<file path="src/rtl/led_pattern_pkg.sv">
// Shared encodings and helpers for the multi-channel LED pattern driver.
package led_pattern_pkg;

  localparam logic [1:0] MODE_OFF   = 2'd0;
  localparam logic [1:0] MODE_ON    = 2'd1;
  localparam logic [1:0] MODE_BLINK = 2'd2;
  localparam logic [1:0] MODE_BURST = 2'd3;

  localparam logic [1:0] ST_IDLE   = 2'd0;
  localparam logic [1:0] ST_ON_PH  = 2'd1;
  localparam logic [1:0] ST_OFF_PH = 2'd2;
  localparam logic [1:0] ST_GAP    = 2'd3;

  function automatic int unsigned calc_div(input int unsigned clk_hz,
                                           input int unsigned tick_hz);
    return clk_hz / tick_hz;
  endfunction

endpackage

</file>
<file path="src/rtl/led_chan.sv">
// One LED channel: latched config, pattern FSM, phase/pulse counters, registered active-low drive.
module led_chan
  import led_pattern_pkg::*;
#(
  parameter int unsigned CNT_W = 16
) (
  input  logic             clk,
  input  logic             rst,
  input  logic             tick,
  input  logic             we,
  input  logic [1:0]       mode,
  input  logic [CNT_W-1:0] half,
  input  logic [3:0]       pulses,
  output logic             led_n
);

  logic [1:0]       mode_q, mode_d;
  logic [CNT_W-1:0] half_q, half_d;
  logic [3:0]       pulses_q, pulses_d;
  logic [1:0]       state_q, state_d;
  logic [CNT_W+1:0] cnt_q, cnt_d;
  logic [3:0]       pcnt_q, pcnt_d;
  logic             led_n_q, led_n_d;

  logic [CNT_W+1:0] phase_last;
  logic [CNT_W+1:0] gap_last;
  logic [3:0]       pcnt_inc;

  // half is stored already normalised (0 -> 1), so these never underflow
  assign phase_last = {2'b00, half_q} - 1'b1;
  assign gap_last   = {half_q, 2'b00} - 1'b1;
  assign pcnt_inc   = pcnt_q + 4'd1;

  always_comb begin
    mode_d   = mode_q;
    half_d   = half_q;
    pulses_d = pulses_q;
    state_d  = state_q;
    cnt_d    = cnt_q;
    pcnt_d   = pcnt_q;
    if (we) begin
      mode_d   = mode;
      half_d   = (half == '0) ? CNT_W'(1) : half;
      pulses_d = (pulses == '0) ? 4'd1 : pulses;
      state_d  = (mode == MODE_BLINK || mode == MODE_BURST) ? ST_ON_PH : ST_IDLE;
      cnt_d    = '0;
      pcnt_d   = '0;
    end else if (tick) begin
      unique case (state_q)
        ST_ON_PH: begin
          if (cnt_q == phase_last) begin
            state_d = ST_OFF_PH;
            cnt_d   = '0;
          end else begin
            cnt_d = cnt_q + 1'b1;
          end
        end
        ST_OFF_PH: begin
          if (cnt_q == phase_last) begin
            cnt_d   = '0;
            state_d = ST_ON_PH;
            if (mode_q == MODE_BURST) begin
              pcnt_d = pcnt_inc;
              if (pcnt_inc == pulses_q) state_d = ST_GAP;
            end
          end else begin
            cnt_d = cnt_q + 1'b1;
          end
        end
        ST_GAP: begin
          if (cnt_q == gap_last) begin
            state_d = ST_ON_PH;
            cnt_d   = '0;
            pcnt_d  = '0;
          end else begin
            cnt_d = cnt_q + 1'b1;
          end
        end
        default: ;
      endcase
    end
    led_n_d = !((state_d == ST_ON_PH) || (state_d == ST_IDLE && mode_d == MODE_ON));
  end

  always_ff @(posedge clk) begin
    if (rst) begin
      mode_q   <= MODE_OFF;
      half_q   <= CNT_W'(1);
      pulses_q <= 4'd1;
      state_q  <= ST_IDLE;
      cnt_q    <= '0;
      pcnt_q   <= '0;
      led_n_q  <= 1'b1;
    end else begin
      mode_q   <= mode_d;
      half_q   <= half_d;
      pulses_q <= pulses_d;
      state_q  <= state_d;
      cnt_q    <= cnt_d;
      pcnt_q   <= pcnt_d;
      led_n_q  <= led_n_d;
    end
  end

  assign led_n = led_n_q;

endmodule

</file>
<file path="src/rtl/led_pattern_ctrl.sv">
// Multi-channel LED pattern driver: shared prescaler, config write decode, per-channel engines.
module led_pattern_ctrl
  import led_pattern_pkg::*;
#(
  parameter int unsigned NUM_CH  = 4,
  parameter int unsigned CLK_HZ  = 200_000_000,
  parameter int unsigned TICK_HZ = 1000,
  parameter int unsigned CNT_W   = 16,
  localparam int unsigned CH_W   = (NUM_CH > 1) ? $clog2(NUM_CH) : 1
) (
  input  logic              clk,
  input  logic              rst,
  input  logic              cfg_we,
  input  logic [CH_W-1:0]   cfg_ch,
  input  logic [1:0]        cfg_mode,
  input  logic [CNT_W-1:0]  cfg_half,
  input  logic [3:0]        cfg_pulses,
  output logic [NUM_CH-1:0] led_n,
  output logic              tick
);

  localparam int unsigned DIV   = calc_div(CLK_HZ, TICK_HZ);
  localparam int unsigned PRE_W = $clog2(DIV);
  localparam logic [PRE_W-1:0] PRE_LAST = PRE_W'(DIV - 1);

  logic [PRE_W-1:0] pre_q;

  always_ff @(posedge clk) begin
    if (rst) begin
      pre_q <= '0;
    end else if (pre_q == PRE_LAST) begin
      pre_q <= '0;
    end else begin
      pre_q <= pre_q + 1'b1;
    end
  end

  assign tick = (pre_q == PRE_LAST);

  for (genvar i = 0; i < NUM_CH; i++) begin : g_ch
    logic ch_we;
    // Out-of-range channel indices simply match no instance
    assign ch_we = cfg_we && (int'(cfg_ch) == i);

    led_chan #(
      .CNT_W(CNT_W)
    ) u_chan (
      .clk   (clk),
      .rst   (rst),
      .tick  (tick),
      .we    (ch_we),
      .mode  (cfg_mode),
      .half  (cfg_half),
      .pulses(cfg_pulses),
      .led_n (led_n[i])
    );
  end

endmodule

</file>
<file path="config.mk">
export PLATFORM = sky130hd
export DESIGN_NAME = led_pattern_ctrl
export DESIGN_NICKNAME = d
export VERILOG_FILES = /design/src/rtl/led_pattern_pkg.sv /design/src/rtl/led_chan.sv /design/src/rtl/led_pattern_ctrl.sv
export SDC_FILE = /design/constraint.sdc
export NUM_CORES = 1
export LEC_CHECK = 0
export BUFFER_PORTS_ARGS = -buffer_cell sky130_fd_sc_hd__buf_2
export CAP_MARGIN = 20
export CELL_PAD_IN_SITES_DETAIL_PLACEMENT = 2
export CELL_PAD_IN_SITES_GLOBAL_PLACEMENT = 2
export CORE_MARGIN = 5
export CORE_UTILIZATION = 38
export DETAILED_ROUTE_END_ITERATION = 6
export PLACE_DENSITY = 0.82
export SLEW_MARGIN = 10
export SYNTH_ARGS = -nofsm -noshare
export SYNTH_HDL_FRONTEND = slang
export SYNTH_SLANG_ARGS = --single-unit
</file>
<file path="constraint.sdc">
create_clock -name clk -period 3.7 [get_ports clk]
set_clock_uncertainty 0.05 [all_clocks]
set_input_delay 0.185 -clock clk [delete_from_list [all_inputs] [get_ports clk]]
set_output_delay 0.185 -clock clk [all_outputs]
set_load 0.03 [all_outputs]
</file>
Word-level counts from Yosys, hierarchy flattened
Cells that the tools add are included.

Reductions and logical operators: 49. $add $sub $neg: 17. Equal/unequal tests: 54. Mux-type cells: 67.

Operator list (count): $eq 18x18->1 (8); $mux 18 (8); $pmux 18 s2 (4); $add 18x1->18 const B (5); $sub 18x1->18 const B (4); $sub 16x1->17 const B (4); $mux 2 (32); $mux 4 (13); $eq 2x2->1 const B (16); $pmux 4 s2 (4); $eq 2x1->1 const B (13); $ne 2x1->1 const B (12); $pmux 2 s3 (4); $reduce_and 5->1 (4); $eq 18x18->1 const B (1); $reduce_or 2->1 (9); $add 4x1->4 const B (4); $eq 4x4->1 (4); $logic_not 16->1 (1); $mux 16 (1); $reduce_bool 2->1 (8); $logic_not 2->1 (5); $logic_and 1x1->1 (8); $reduce_and 2->1 (4); 4 further kinds (11).

Output and inout bits: 5. Logic and storage cells: 216. Bits of input ports: 27. Register bits: 206.

Logic depth before layout (Yosys ltp)
Gate-level depths: netlist (run 1).

Depth in word-level cells: 12. Mapped depth: 14. Mapped depth without buffers: 11.

Hierarchy
A second synthesis (run 1) with hierarchy kept.

Cells, all modules: 1840. Area, all modules: 14843.0 um^2.

Modules (own cells, without submodules): led_chan (times used 4, seq. area each 940.9 um^2, cells an instance 435, area each 3495.9 um^2); led_pattern_ctrl (times used 1, seq. area each 360.3 um^2, cells an instance 100, area each 859.6 um^2).

Worst setup path after synthesis (run 1)
Ideal clock, no wire load.

Path kind: register -> register. Start point: reg g_ch[3].u_chan.half_q[3]. End point: reg g_ch[3].u_chan.cnt_q[10]. Setup time: 117 ps. Setup slack: 281 ps. Buffers on the path: 3. Arrival: 3252 ps. Cell stages (with the launch flop): 13. Clock period less this slack: 3419 ps. Path through: dfxtp_1 > clkbuf_1 > or4_1 > or4_1 > buf_2 > xnor2_1 > or4_1 > nor4_1 > and3_1 > a21oi_1 > o21ai_2 > buf_2 > nor2_1.

Cells in the longest elaborated chain, start to end: 4.

RTL lines: start: declaration (line led_chan.sv:18) `logic [CNT_W-1:0] half_q, half_d;`; start signal: assignment (line led_chan.sv:96) `half_q <= half_d;`; $sub 18x1->18 or $sub 16x1->17 (tied branches) (line led_chan.sv:31, led_chan.sv:30); $eq 18x18->1 (on tied branches) (line led_chan.sv:71, led_chan.sv:51, led_chan.sv:59); $mux 18 (on tied branches) (line led_chan.sv:71, led_chan.sv:51, led_chan.sv:59); $pmux 18 s2 (*) (line led_chan.sv:49) `unique case (state_q)`; end signal: assignment (line led_chan.sv:99) `cnt_q <= cnt_d;`; end: declaration (line led_chan.sv:21) `logic [CNT_W+1:0] cnt_q, cnt_d;`.

Mark *: on every way between the ends. The rest lies on a longest branch, timed or not. A chain may end at the register's enable or synchronous reset.

Final worst setup path (run 1)
Start point: reg g_ch[1].u_chan.half_q[1]. End point: reg g_ch[1].u_chan.led_n_q.

Cells in the longest elaborated chain, start to end: 10.

RTL lines: start: declaration (line led_chan.sv:18); start signal: assignment (line led_chan.sv:96); $sub 18x1->18 or $sub 16x1->17 (tied branches) (line led_chan.sv:31, led_chan.sv:30); $eq 18x18->1 (on tied branches) (line led_chan.sv:71, led_chan.sv:51, led_chan.sv:59); $mux 2 (on tied branches) (line led_chan.sv:71, led_chan.sv:51, led_chan.sv:59); $pmux 2 s3 (*) (line led_chan.sv:49); $mux 2 (*) (line led_chan.sv:48) `end else if (tick) begin`; $mux 2 (*) (line led_chan.sv:41) `if (we) begin`; $logic_not 2->1 (line led_chan.sv:82) `led_n_d = !((state_d == ST_ON_PH) || (state_d == ST_IDLE && mode_d == MODE_ON));`; $logic_and 1x1->1 (line led_chan.sv:82); $logic_or 1x1->1 (*) (line led_chan.sv:82); $logic_not 1->1 (*) (line led_chan.sv:82); end signal: assignment (line led_chan.sv:101) `led_n_q <= led_n_d;`; end: declaration (line led_chan.sv:23) `logic led_n_q, led_n_d;`.

Marked as above.

==> results of run 1 <==
==> cells in the mapped netlist (14+ instances only) <==
library cell and n:
nand2_1 239, or3_1 16, a21oi_1 109, inv_1 29
nor2_1 169, xor2_1 115, nand4_1 34, nor4_1 32
mux2i_1 16, or4_1 15, nor3_1 37, clkbuf_1 92
o21ai_0 32, xnor2_1 125, dfxtp_1 206, and3_1 26
nand2b_1 14, nand3_1 62
==> flip-flops by register name, summed over array words and instances (netlist names) <==
| name | count |
|---|---|
| pre_q | 18 |
| g_ch.u_chan.led_n | 4 |
| g_ch.u_chan.mode_q | 8 |
| g_ch.u_chan.cnt_q | 72 |
| g_ch.u_chan.pulses_q | 16 |
| g_ch.u_chan.state_q | 8 |
| g_ch.u_chan.half_q | 64 |
| g_ch.u_chan.pcnt_q | 16 |
==> worst min path at each step <==
stage / from / end / depth (start not counted)
4_1_cts: cfg_pulses[0] / g_ch[3].u_chan.pulses_q[0]$_SDFFE_PP1P_ / 4
5_1_grt: cfg_pulses[0] / g_ch[0].u_chan.pulses_q[0]$_SDFFE_PP1P_ / 4
3_3_place_gp: pre_q[0]$_SDFF_PP0_ / pre_q[0]$_SDFF_PP0_ / 1
3_5_place_dp: pre_q[0]$_SDFF_PP0_ / pre_q[0]$_SDFF_PP0_ / 1
2_1_floorplan: cfg_half[2] / g_ch[0].u_chan.half_q[2]$_SDFFE_PP0P_ / 2
6_report: cfg_pulses[0] / g_ch[0].u_chan.pulses_q[0]$_SDFFE_PP1P_ / 4
==> layer usage <==
| metal | GRT usage (%) | part of all wire, % | up-vias |
|---|---|---|---|
| li1 | - | - | 5650 |
| met1 | 30.0 | 43 | 6161 |
| met2 | 43.8 | 50 | 198 |
| met3 | 3.11 | 3.1 | 106 |
| met4 | 7.29 | 3.4 | 0 |
| met5 | 0 | 0 | - |
==> placed cells by master (no fill, tap or decap), types with 11 or more instances in the layout <==
cell type / count
or4_1: 13
inv_1: 29
nor2_1: 169
a21oi_1: 108
nand3_1: 62
dlygate4sd3_1: 20
clkbuf_16: 25
ha_1: 12
buf_4: 45
o211ai_1: 13
nor3_1: 36
and3_1: 26
buf_2: 30
o31ai_1: 11
xnor2_1: 125
nand2_1: 239
nand4_1: 34
mux2i_1: 16
xnor3_1: 13
dfxtp_1: 206
xor2_1: 115
nor4_1: 28
o21ai_0: 32
nand2b_1: 14
or3_1: 16
==> critical path, delay by kind of cell (launching register included) <==
kind	cells	cell delay, ns
AO/OA/AOI/OAI	4	0.90
adder cells (fa/ha/maj)	1	0.28
buffers and inverters	2	0.23
flip-flops	1	0.32
multiplexers	1	0.23
AND/OR/NAND/NOR	4	1.44
==> area by class of cell <==
type | instances | area [sq um] | share of cell area (%)
repair buffers | 100 | 779 | 5.34
clock buffers | 34 | 709 | 4.86
well taps | 448 | 561 | 3.84
diodes | 2 | 5.00 | 0.0343
clock inverters | 10 | 138 | 0.942
multi-input cells | 1273 | 8180 | 56.0
inverters | 30 | 113 | 0.771
flip-flops and latches | 206 | 4120 | 28.2
==> stage by stage <==
stage	hold WS (ns)	std cells	power [mW]	util (%)
6_report	0.0480	2103	5.63	43.8
5_1_grt	0.0714	2103	5.84	43.8
4_1_cts	0.0221	2100	5.68	43.5
3_5_place_dp	0.408	2036	3.05	40.3
3_3_place_gp	0.393	2036	3.02	40.3
2_1_floorplan	0.271	1623	2.81	-
==> cell families (layout without fill, tap and decap cells) <==
logic type	after synthesis	after routing	share of synthesized area (%)
fa+ha+maj	13	13	1.27
mux	17	17	1.37
flops	206	206	32.2
buf+inv	144	174	4.68
xor+xnor	253	253	18.7
simple gates	732	732	28.5
other cells	0	2	0
compound gates	258	258	13.2
==> power groups by stage <==
stage,logic [mW],registers (mW),clock network [mW]
floorplan,0.473,2.33,0
detailed placement,0.679,2.37,0
finish,0.729,2.32,2.58
global placement,0.652,2.36,0
global route,0.783,2.33,2.73
CTS,0.708,2.32,2.65
==> repair_timing <==
action                                  in CTS  in global routing
hold endpoints to repair                    79                  0
buffers inserted                             0                  0
endpoints found under the setup margin       8                 70
hold buffers                                20                  0
resized for setup                            4                 16
pin swaps                                    1                  0
==> out/qor.yml, run 1 <==
logic_synthesis:
  yosysSeqAreaShare_pct: 32.2
  synth_seq_cells: 206
  synthCells: 1623
  ys_types: 87
  synth_ff_type: "dfxtp_1"
  synth-edff-count: 0
  yosysTopAreaCellShare_pct: 32.2
  synth_area_leader_cell: "dfxtp_1"
  synthArstFlopShare_pct: 0
  syn_area_sq_um: 12800
  syn_avg_cell_area_sq_um: 7.88
  synth_nets: 1663
  synth.top_cells.by_area: "dfxtp_1 32%, xnor2_1 8.6%, xor2_1 7.9%"
  ys_warn_count: 0
detailed_routing:
  drc: 0
  finalWirelength_um: 46900
  routedWlPerCell_um: 22.3
  vias: 12115
  first_iter_violations: 551
  drtAntennaViolNets: 0
  dr.pass1.iters: 5
  vias_per_cell: 5.76
pwr:
  switching_share_pct: 27.3
  power_density_nw_per_um2: 386
  leakagePower_nw: 5.29
  p_sw_mw: 1.54
  power_frac_comb_pct: 12.9
  power.internal_mw: 4.10
  p_clk_share_pct: 45.8
  seqPwrFrac_pct: 41.2
  irDropWorstVdd_mv: 0.392
grt:
  first_global_vias: 13424
  grt_antenna_before_repair: 2
  grt_max_degree: 66
  overflow: 0
  grt.total_usage_pct: 24.2
  grt_first_pass_wirelength_um: 74900
critical_path:
  end_kind: "flop"
  crit_chain: "inv_1, ha_2, or4b_1, o31ai_1, o211ai_1, nor4_2, nand4b_1, nor3_1, buf_4, mux2i_1, a21oi_1, o31a_1"
  rrSetupSlack_ns: 0.13
  cp_max_fo: 8
  worstSetupPathType: "flop to flop"
  critPathArrivalTime_ns: 3.94
  startpoint_type: "flop"
  cp-startpoint: "g_ch[1].u_chan.half_q[1]$_SDFFE_PP0P_"
  r2r_cells: 12
  r2r_start: "g_ch[1].u_chan.half_q[1]$_SDFFE_PP0P_"
  worst_ep_required_time_ns: 4.07
  critPathSlowestCell: "or4b_1"
  cp-endpoint: "g_ch[1].u_chan.led_n$_SDFF_PP1_"
  worst_path_largest_cell_delay_ns: 0.60
  worstReg2RegEnd: "g_ch[1].u_chan.led_n$_SDFF_PP1_"
cts:
  cts_tree: "done"
  ctsHtreeMaxLevel: 1
  cts_sinks: 206
  cts_root_buffer: "clkbuf_16"
  path_clk_slew_ns: 0.07
  clockBufferDepth: 3
  cts_buffers: 25
  clk_latency_ns: 0.55
floorplanning:
  chipHeight_um: 193
  die-area_sq_um: 37400
  die_w_um: 193
  core_sq_um: 33400
  start_util_pct: 38.3
  io_pins: 32
  rows: 67
timing:
  min_period_over_period_pct: 96.4
  fmax_mhz: 280
  worstMarginPinSlew_ns: 0.965
  setup_slack_ns: 0.133
  drv_slew: 0
  fin_crit_ns: 3.57
  setup_viol: 0
  rsz0062_at_grt: "true"
  setup_tns_ns: 0
  hold_violations: 0
  max-slew-margin-rel_pct: 35.5
hold_path:
  holdCritPathClass: "input port to flop"
final_layout:
  drive_gt1_share_pct: 10.7
  finish.instance_area_sq_um: 14600
  nets: 1676
  nFillCells: 3839
  area_delta_synth_final_pct: 14.2
placement:
  place_area_sq_um: 13400
  place_congestion: 0.850
  io_buffers: 31
  dp_hpwl_um: 32800
  pre_cts_ws_ns: -0.135
job:
  maxCapViolCount: 0
status:
  status: "completed"
Note: power is estimated with default switching activity, not from simulation.
==> run 2: changes to the inputs <==
- CORE_UTILIZATION: 38 -> 40
- CTS_BUF_LIST: default -> sky130_fd_sc_hd__clkbuf_4 sky130_fd_sc_hd__clkbuf_8
- PLACE_DENSITY: 0.82 -> 0.85
==> run 2 against run 1 <==
Net effect: the flow now finishes with violations (negative setup slack); global-route usage is 3.6 points higher; routed wire length is 11% higher; worst setup slack worse by 0.62 ns; clock power is 4% lower; final area hardly changed; combinational power is 6.4% higher; register-to-register slack worse by 0.62 ns; sequential cell count stayed put; total power is 1.0% lower; highest routed layer unchanged.
==> out/qor.yml, run 2 (synthesis gave the netlist of run 1 again) <==
critical_path:
  worstSetupPathType: "flop to flop"
  critPathSlowestCell: "a2111oi_0"
  crit_buf_inv: 2
  worst_ep_required_time_ns: 4.10
  startpoint_type: "flop"
  cp_max_fo: 16
  r2r_cells: 12
  worst_path_largest_cell_delay_ns: 0.75
  crit_cells: 12
  critPathArrivalTime_ns: 4.58
  cp_top_family: "simple AND/OR/NAND/NOR gates"
  end_kind: "flop"
  crit_chain: "inv_1, ha_1, or3b_2, or4_4, xnor2_1, a2111oi_0, nand3_1, nor4_2, a31oi_2, o31ai_4, buf_4, nor2_1"
cts:
  clk_latency_ns: 0.60
  clockBufferDepth: 3
  cts_sinks: 206
  cts_buffers: 39
  ctsHtreeMaxLevel: 2
  path_clk_slew_ns: 0.06
  cts_root_buffer: "clkbuf_8"
  cts_tree: "done"
timing:
  whs_ns: 0.128
  fin_crit_ns: 4.18
  min_period_over_period_pct: 113
  max-slew-margin-rel_pct: 27.1
  fmax_mhz: 239
  worstMarginPinSlew_ns: 1.08
  setup_slack_ns: -0.483
  setup_viol: 24
  drv_slew: 0
  hold_violations: 0
detailed_routing:
  vias_per_cell: 6.03
  vias: 12564
  finalWirelength_um: 51900
  routedWlPerCell_um: 24.9
  drtAntennaViolNets: 0
  drc: 0
  dr.pass1.iters: 5
  first_iter_violations: 834
pwr:
  irDropWorstVdd_mv: 0.224
  power_density_nw_per_um2: 381
  leakagePower_nw: 5.33
  p_clk_share_pct: 44.3
  power_frac_comb_pct: 13.9
  p_sw_mw: 1.65
  seqPwrFrac_pct: 41.7
  power.internal_mw: 3.93
  switching_share_pct: 29.5
final_layout:
  final_cell_mix: "239 x nand2_1, 206 x dfxtp_1, 169 x nor2_1"
  regMostFlops: "g_ch.u_chan.cnt_q"
  layout_top_registers: "g_ch.u_chan.cnt_q (72), g_ch.u_chan.half_q (64), pre_q (18)"
  largest_reg_flops: 72
  drive_gt1_share_pct: 12.7
  area_delta_synth_final_pct: 14.3
  nFillCells: 3506
  nets: 1695
  layout_commonest_cell: "nand2_1"
  utilization_pct: 46.3
status:
  violations: "negative setup slack"
  status: "complete, but fails checks"
floorplanning:
  chipHeight_um: 189
  rows: 65
  io_pins: 32
  start_util_pct: 40.5
  core_sq_um: 31600
  die_w_um: 189
  die-area_sq_um: 35700
grt:
  grt.total_usage_pct: 27.8
  first_global_vias: 13798
  grt_antenna_before_repair: 1
  grt_first_pass_wirelength_um: 79500
  grt_max_degree: 72
  overflow: 0
hold_path:
  holdCritPathClass: "input port to flop"
  holdPathStages: 2
placement:
  pre_cts_ws_ns: 0.000941
  dp_hpwl_um: 31900
  place_congestion: 0.874
  io_buffers: 31
job:
  maxCapViolCount: 0
run 2: cell count changes in the layout (fill, tap and decap cells not counted), moves of 2 or more:
cell / before / now
clkbuf_8: 5 / 49
clkbuf_16: 25 / 0
clkbuf_4: 0 / 12
buf_4: 45 / 50
clkbuf_1: 4 / 0
nor4_1: 28 / 25
bufinv_16: 3 / 1
clkinvlp_4: 2 / 0
nor4_2: 6 / 8
run 2: power groups by stage:
stage,Sequential [mW],Combinational [mW],Clock (mW)
after floorplan,2.33,0.473,0
after global placement,2.36,0.644,0
after detailed placement,2.37,0.672,0
after CTS,2.32,0.703,2.46
after global routing,2.33,0.824,2.61
final,2.33,0.776,2.47
run 2: metal layers:
metal	part of all wire (%)	GRT usage [%]	vias to the layer above	wire length (um)
li1	-	-	5670	-
met1	41	33.0	6378	21200
met2	49	48.5	364	25600
met3	5.5	5.71	152	2830
met4	4.4	12.3	0	2310
met5	0	0	-	0
run 2: final cells by class:
type / instances / area, sq um / area share, %
antenna: 1 / 2.50 / 0.0171
clock buffer: 61 / 764 / 5.23
clock inverter: 4 / 45.0 / 0.308
inverter: 30 / 113 / 0.770
multi-input combinational: 1273 / 8260 / 56.5
sequential: 206 / 4120 / 28.2
tap: 402 / 503 / 3.44
timing repair buffer: 105 / 811 / 5.54
run 2: final timing paths:
kind                                                             from                                     end  slack, ns
worst min register to register                    pre_q[0]$_SDFF_PP0_                     pre_q[0]$_SDFF_PP0_       0.41
worst min-delay path                                              rst  g_ch[0].u_chan.half_q[11]$_SDFFE_PP0P_       0.13
worst max-delay path            g_ch[2].u_chan.half_q[1]$_SDFFE_PP0P_   g_ch[2].u_chan.cnt_q[10]$_SDFFE_PP0P_      -0.48
worst max register to register  g_ch[2].u_chan.half_q[1]$_SDFFE_PP0P_   g_ch[2].u_chan.cnt_q[10]$_SDFFE_PP0P_      -0.48
run 2: worst register-to-register path: cells and delay by family, from the launching register on:
kind	cells	cell delay, ns
and+or+nand+nor	5	1.81
AOI/OAI and AO/OA	3	1.09
DFF	1	0.35
buffers and inverters	2	0.34
adders and majority gates	1	0.24
xor gates and xnor gates	1	0.15
run 2: metrics by stage:
step	instance area, sq um	total power, mW	std cells	TNS, ns
floorplan	12800	2.81	1623	0
detailed placement	13400	3.04	1992	0
finish	14600	5.58	2082	-10.51
global route	14600	5.77	2082	-9.69
global placement	13400	3.01	1992	0
CTS	14400	5.49	2078	0
run 2: repair_timing:
action                                 4_1_cts  5_1_grt
hold buffers                                21        0
setup endpoints to repair                    6       90
setup buffers                                0        2
pin swaps                                    0        2
gates resized for setup                      3       29
endpoints found under the hold margin       84        0
